$ cat src/rtl/rr_arb4_ctrl_if.sv
// Handshake bundle between the requesting units and the rr_arb4_ctrl arbiter.
// The release line is called rel because release is a reserved word.
interface rr_arb4_ctrl_if;
  logic [3:0] req;      // request lines, one per requester
  logic       en;       // arbitration enable, gates new grants only
  logic       rel;      // current owner finished, meaningful only while busy
  logic [3:0] gnt;      // registered one-hot grant or all zeros
  logic [1:0] owner;    // current / last owner index
  logic [1:0] ptr;      // highest-priority index for the next arbitration
  logic       busy;     // a grant is held
  logic       req_up;   // OR of req toward the upstream tree
  logic       timeout;  // one-cycle pulse when the hold limit revokes a grant

  modport master (
    output req, en, rel,
    input  gnt, owner, ptr, busy, req_up, timeout
  );

  modport slave (
    input  req, en, rel,
    output gnt, owner, ptr, busy, req_up, timeout
  );
endinterface

$ cat src/rtl/rr_arb4_ctrl.sv
// rr_arb4_ctrl: four-requester round-robin arbiter with a registered one-hot
// grant held until the owner releases or withdraws. Priority rotates to
// owner+1 on every grant exit, so no requester starves.
// Optional feature macro ARB_HOLD_TIMEOUT_EN: when defined, a grant is revoked
// after MAX_HOLD consecutive cycles and timeout pulses for one cycle.
module rr_arb4_ctrl #(
  parameter int unsigned MAX_HOLD = 16
) (
  input  logic          clock,
  input  logic          reset,
  rr_arb4_ctrl_if.slave bus
);

  typedef enum logic {IDLE = 1'b0, GRANT = 1'b1} state_e;

  state_e     state_q, state_d;
  logic [3:0] gnt_q, gnt_d;
  logic [1:0] owner_q, owner_d;
  logic [1:0] ptr_q, ptr_d;
  logic       timeout_q, timeout_d;
  logic       win_vld;
  logic [1:0] win_idx;
  logic       hold_hit;

`ifdef ARB_HOLD_TIMEOUT_EN
  logic [7:0] hold_q, hold_d;
  assign hold_hit = (hold_q == 8'(MAX_HOLD - 1));
`else
  assign hold_hit = 1'b0;
`endif

  // Cyclic search ptr, ptr+1, ptr+2, ptr+3; descending loop lets the nearest hit win
  always_comb begin
    win_vld = 1'b0;
    win_idx = ptr_q;
    for (int k = 3; k >= 0; k--) begin
      if (bus.req[ptr_q + 2'(k)]) begin
        win_vld = 1'b1;
        win_idx = ptr_q + 2'(k);
      end
    end
  end

  // Next-state logic: issue grant from IDLE, exit GRANT on release/withdraw/hold limit
  always_comb begin
    state_d   = state_q;
    gnt_d     = gnt_q;
    owner_d   = owner_q;
    ptr_d     = ptr_q;
    timeout_d = 1'b0;
`ifdef ARB_HOLD_TIMEOUT_EN
    hold_d    = hold_q;
`endif
    case (state_q)
      IDLE: begin
        if (bus.en && win_vld) begin
          state_d = GRANT;
          owner_d = win_idx;
          gnt_d   = 4'b0001 << win_idx;
`ifdef ARB_HOLD_TIMEOUT_EN
          hold_d  = 8'd0;
`endif
        end
      end
      GRANT: begin
        // release and withdraw together still count as one exit
        if (bus.rel || !bus.req[owner_q]) begin
          state_d = IDLE;
          gnt_d   = 4'b0000;
          ptr_d   = owner_q + 2'd1;
        end else if (hold_hit) begin
          state_d   = IDLE;
          gnt_d     = 4'b0000;
          ptr_d     = owner_q + 2'd1;
          timeout_d = 1'b1;
        end else begin
`ifdef ARB_HOLD_TIMEOUT_EN
          hold_d = hold_q + 8'd1;
`endif
        end
      end
      default: begin
        state_d = IDLE;
        gnt_d   = 4'b0000;
      end
    endcase
  end

  // State registers with synchronous active-low reset
  always_ff @(posedge clock) begin
    if (!reset) begin
      state_q   <= IDLE;
      gnt_q     <= 4'b0000;
      owner_q   <= 2'd0;
      ptr_q     <= 2'd0;
      timeout_q <= 1'b0;
    end else begin
      state_q   <= state_d;
      gnt_q     <= gnt_d;
      owner_q   <= owner_d;
      ptr_q     <= ptr_d;
      timeout_q <= timeout_d;
    end
  end

`ifdef ARB_HOLD_TIMEOUT_EN
  // Hold counter: cleared on grant entry, counts cycles spent in GRANT
  always_ff @(posedge clock) begin
    if (!reset) hold_q <= 8'd0;
    else        hold_q <= hold_d;
  end
`endif

  assign bus.gnt     = gnt_q;
  assign bus.owner   = owner_q;
  assign bus.ptr     = ptr_q;
  assign bus.busy    = (state_q == GRANT);
  assign bus.timeout = timeout_q;
  assign bus.req_up  = |bus.req;

  a_gnt_onehot: assert property (@(posedge clock) $onehot0(gnt_q));
  a_busy_gnt:   assert property (@(posedge clock) (state_q == GRANT) == (gnt_q != 4'b0000));
  a_max_hold:   assert property (@(posedge clock) (MAX_HOLD >= 2) && (MAX_HOLD <= 255));

endmodule

$ cat src/flat_wrapper.sv
// flat-port wrapper written by rule: the top's interface ports become plain ports
module rr_arb4_ctrl_flat 
#(
  parameter int unsigned MAX_HOLD = 16
)
  (clock, reset, bus_req, bus_en, bus_rel, bus_gnt, bus_owner, bus_ptr, bus_busy, bus_req_up, bus_timeout);
  rr_arb4_ctrl_if bus_i ();
  input  logic clock;
  input  logic reset;
  input wire logic [$bits(bus_i.req)-1:0] bus_req;
  input wire logic [$bits(bus_i.en)-1:0] bus_en;
  input wire logic [$bits(bus_i.rel)-1:0] bus_rel;
  output wire logic [$bits(bus_i.gnt)-1:0] bus_gnt;
  output wire logic [$bits(bus_i.owner)-1:0] bus_owner;
  output wire logic [$bits(bus_i.ptr)-1:0] bus_ptr;
  output wire logic [$bits(bus_i.busy)-1:0] bus_busy;
  output wire logic [$bits(bus_i.req_up)-1:0] bus_req_up;
  output wire logic [$bits(bus_i.timeout)-1:0] bus_timeout;
  assign bus_i.req = bus_req;
  assign bus_i.en = bus_en;
  assign bus_i.rel = bus_rel;
  assign bus_gnt = bus_i.gnt;
  assign bus_owner = bus_i.owner;
  assign bus_ptr = bus_i.ptr;
  assign bus_busy = bus_i.busy;
  assign bus_req_up = bus_i.req_up;
  assign bus_timeout = bus_i.timeout;
  rr_arb4_ctrl #(.MAX_HOLD(MAX_HOLD)) u_core (.clock(clock), .reset(reset), .bus(bus_i));
endmodule
$ cat config.mk
export PLATFORM = sky130hd
export DESIGN_NAME = rr_arb4_ctrl_flat
export DESIGN_NICKNAME = d
export VERILOG_FILES = /design/src/rtl/rr_arb4_ctrl_if.sv /design/src/rtl/rr_arb4_ctrl.sv /design/src/flat_wrapper.sv
export SDC_FILE = /design/constraint.sdc
export NUM_CORES = 1
export LEC_CHECK = 0
export ABC_AREA = 1
export BUFFER_PORTS_ARGS = -buffer_cell sky130_fd_sc_hd__buf_2
export CAP_MARGIN = 0
export CELL_PAD_IN_SITES_DETAIL_PLACEMENT = 1
export CELL_PAD_IN_SITES_GLOBAL_PLACEMENT = 1
export CORE_MARGIN = 2
export CORE_UTILIZATION = 33
export CTS_CLUSTER_DIAMETER = 60
export CTS_CLUSTER_SIZE = 30
export DETAILED_ROUTE_END_ITERATION = 6
export MAX_ROUTING_LAYER = met4
export PLACE_DENSITY = 0.87
export SLEW_MARGIN = 20
export SYNTH_ARGS = -nofsm -noshare
export SYNTH_HDL_FRONTEND = slang
export SYNTH_SLANG_ARGS = --single-unit
$ cat constraint.sdc
create_clock -name clock -period 1.75 [get_ports clock]
set_input_delay 0.2625 -clock clock [delete_from_list [all_inputs] [get_ports clock]]
set_output_delay 0.2625 -clock clock [all_outputs]
set_load 0.01 [all_outputs]
==> flow_summary.yaml <==
synthesis:
  synthArstFlopShare: 0
  yosysMostFrequentCell: "nand2_1"
  synth_area_leaders: "dfxtp_1 (28%), nand2_1 (13%), nand2_2 (13%)"
  synth-edff-count: 0
  synth_top_area_cell: "dfxtp_1"
  syn_avg_cell_area_um2: 6.30
  syn-instance-count: 103
  synth_nets: 111
  synth_top_area_frac: 0.277
  ys_seq_elements: 9
  ys.warnings.count: 0
  ys.flop_type: "dfxtp_1"
  syn-cell-area_um2: 649
  ys_seq_area_frac: 0.277
  synth.distinct_cells: 20
  synth_commonest_cells: "nand2_1 (22), inv_1 (15), nand2_2 (13)"
routing:
  routed_via_density: 4.68
  via_count: 712
  ant_nets: 0
  wire_per_inst_um: 12.4
  drc: 0
  drt_pass1_iterations: 4
  wirelength_um: 1890
  drtIter0Drc: 7
global_routing:
  overflow: 0
  grtUsageTotal: 0.185
  antenna_found_initial: 0
  grt_pass1_vias: 734
  grt_pass1_wl_um: 3200
  grt_max_degree: 9
cells_and_area:
  area_delta_synth_final_pct: 22.9
  diodes: 0
  nets: 134
  drive_above_1_share: 0.328
floorplanning:
  die_y_um: 48.4
  rows: 16
  ioPinCount: 19
  coreArea_mm2: 0.00190
  die_area_mm2: 0.00234
  initial_utilization: 0.341
  fp.dieW_um: 48.4
pwr:
  p_per_area_mw_per_mm2: 869
  total_power_uw: 694
  leakage_uw: 0.000433
  ir_drop_uv: 571
sta:
  hold_viol: 0
  setup_tns_ps: 0
  setup_violations: 0
  fin_crit_ps: 1550
  fmax_mhz: 646
  rsz0062_at_grt: "false"
  clock_skew_ps: 0.298
  slew_viol_final: 0
  post-route-period-util: 0.884
job:
  maxCapViolations: 0
critical_path:
  max_stage_delay_ps: 330
  cp.depth: 11
  path_buf_inv: 2
  critPathKind: "reg -> reg"
  path_cells: "buf_4, inv_8, nand2_1, nand3_1, nand2_1, nand3_1, nand3_1, nand2_2, nand2_1, nand3_1, a21oi_1"
  cp_slowest_cell: "dfxtp_1"
  ff2ff_path_depth: 11
  cp_top_family: "simple AND/OR/NAND/NOR gates"
  cp.required_ps: 1950
  timing.critical_path.mode_cell: "nand3_1"
  start_kind: "register"
  end_kind: "register"
  worstPathMaxFanout: 7
  crit_arrival_ps: 1740
clock_network:
  clockBufferDepth: 2
  postCtsSetupBuffers: 0
  clkTransAtPathRegs_ps: 60
  clk_latency_ps: 270
  cts.sinks: 9
  postCtsHoldBufs: 0
  cts_root_buffer: "clkbuf_4"
  cts_tree: "built"
  numCtsBuffers: 3
  h-tree-depth: 1
  cts_resized: 0
status:
  status: "completed"
min_path:
  hold-path-cell-count: 3
  hold_class: "in -> reg"
placed_design:
  place.port_buffers: 17
  dp_hpwl_um: 1610
  gp_routability_congestion: 0.875
worst paths after layout:
check | slack, ps | startpoint | end
setup reg to reg | 200 | u_core.bus.ptr[0]$_SDFFE_PN0P_ | u_core.bus.gnt[3]$_SDFFE_PN0P_
setup / recovery | 200 | u_core.bus.ptr[0]$_SDFFE_PN0P_ | u_core.bus.gnt[3]$_SDFFE_PN0P_
hold / removal | 280 | reset | u_core.bus.ptr[1]$_SDFFE_PN0P_
hold reg to reg | 460 | u_core.bus.gnt[2]$_SDFFE_PN0P_ | u_core.bus.gnt[2]$_SDFFE_PN0P_
through the flow:
| stage | area (um2) | util | hold WS (ps) | worst slack, ps | cells |
|---|---|---|---|---|---|
| 6_report | 798 | 0.420 | 280 | 203 | 152 |
| 5_1_grt | 798 | 0.420 | 300 | 37.0 | 152 |
| 4_1_cts | 798 | 0.420 | 269 | 201 | 152 |
| 3_5_place_dp | 772 | 0.406 | 454 | 219 | 148 |
| 3_3_place_gp | 772 | 0.406 | 450 | 270 | 148 |
| 2_1_floorplan | 649 | - | 401 | 383 | 103 |
cell type report:
class | count | area [um2]
Clock buffer | 4 | 26.3
Fill cell | 285 | 1100
Inverter | 18 | 75.1
Multi-Input combinational cell | 74 | 375
Sequential cell | 9 | 180
Tap cell | 27 | 33.8
Timing Repair Buffer | 20 | 108
placed cells by master, fill, tap and decap left out, drive strengths merged:
cell type   n
dfxtp       9
inv        18
nor2        5
o21ai       5
a21oi       9
nand2      35
nand3b      1
buf        20
nor3        1
nand3      12
xnor2       1
nand4       3
o211ai      1
conb        1
clkbuf      4
worst min-delay path: cells and delay by family:
| family | cells | cell delay (ps) |
|---|---|---|
| compound gates | 2 | 120 |
| buf+inv | 1 | 120 |
kinds of logic (layout without fill, tap and decap cells):
kind of cell | Yosys count | after routing | synth area share
buf+inv | 20 | 42 | 0.145
flops | 9 | 9 | 0.277
simple gates | 57 | 57 | 0.439
xor+xnor | 1 | 1 | 0.0135
other cells | 1 | 1 | 0.00577
compound gates | 15 | 15 | 0.119
routing by layer:
| layer | track usage | vias up | part of all wire |
|---|---|---|---|
| met3 | 0.0401 | 4 | 0.032 |
| met1 | 0.200 | 329 | 0.43 |
| met4 | 0.100 | 0 | 0.023 |
| met5 | - | - | 0 |
| met2 | 0.315 | 11 | 0.52 |
| li1 | - | 368 | - |
flip-flops by register name, indices dropped and copies added (netlist names):
| signal | flops |
|---|---|
| u_core.bus.busy | 1 |
| u_core.bus.owner | 2 |
| u_core.bus.ptr | 2 |
| u_core.bus.gnt | 4 |
power breakdown:
| part | internal [uW] | total (uW) | leakage [uW] | switching [uW] |
|---|---|---|---|---|
| clock | 88.3 | 167 | 0.0000150 | 79.1 |
| sequential | 226 | 247 | 0.0000738 | 21.0 |
| combinational | 103 | 280 | 0.000344 | 176 |
No activity file was read; power rests on OpenSTA's default activity.
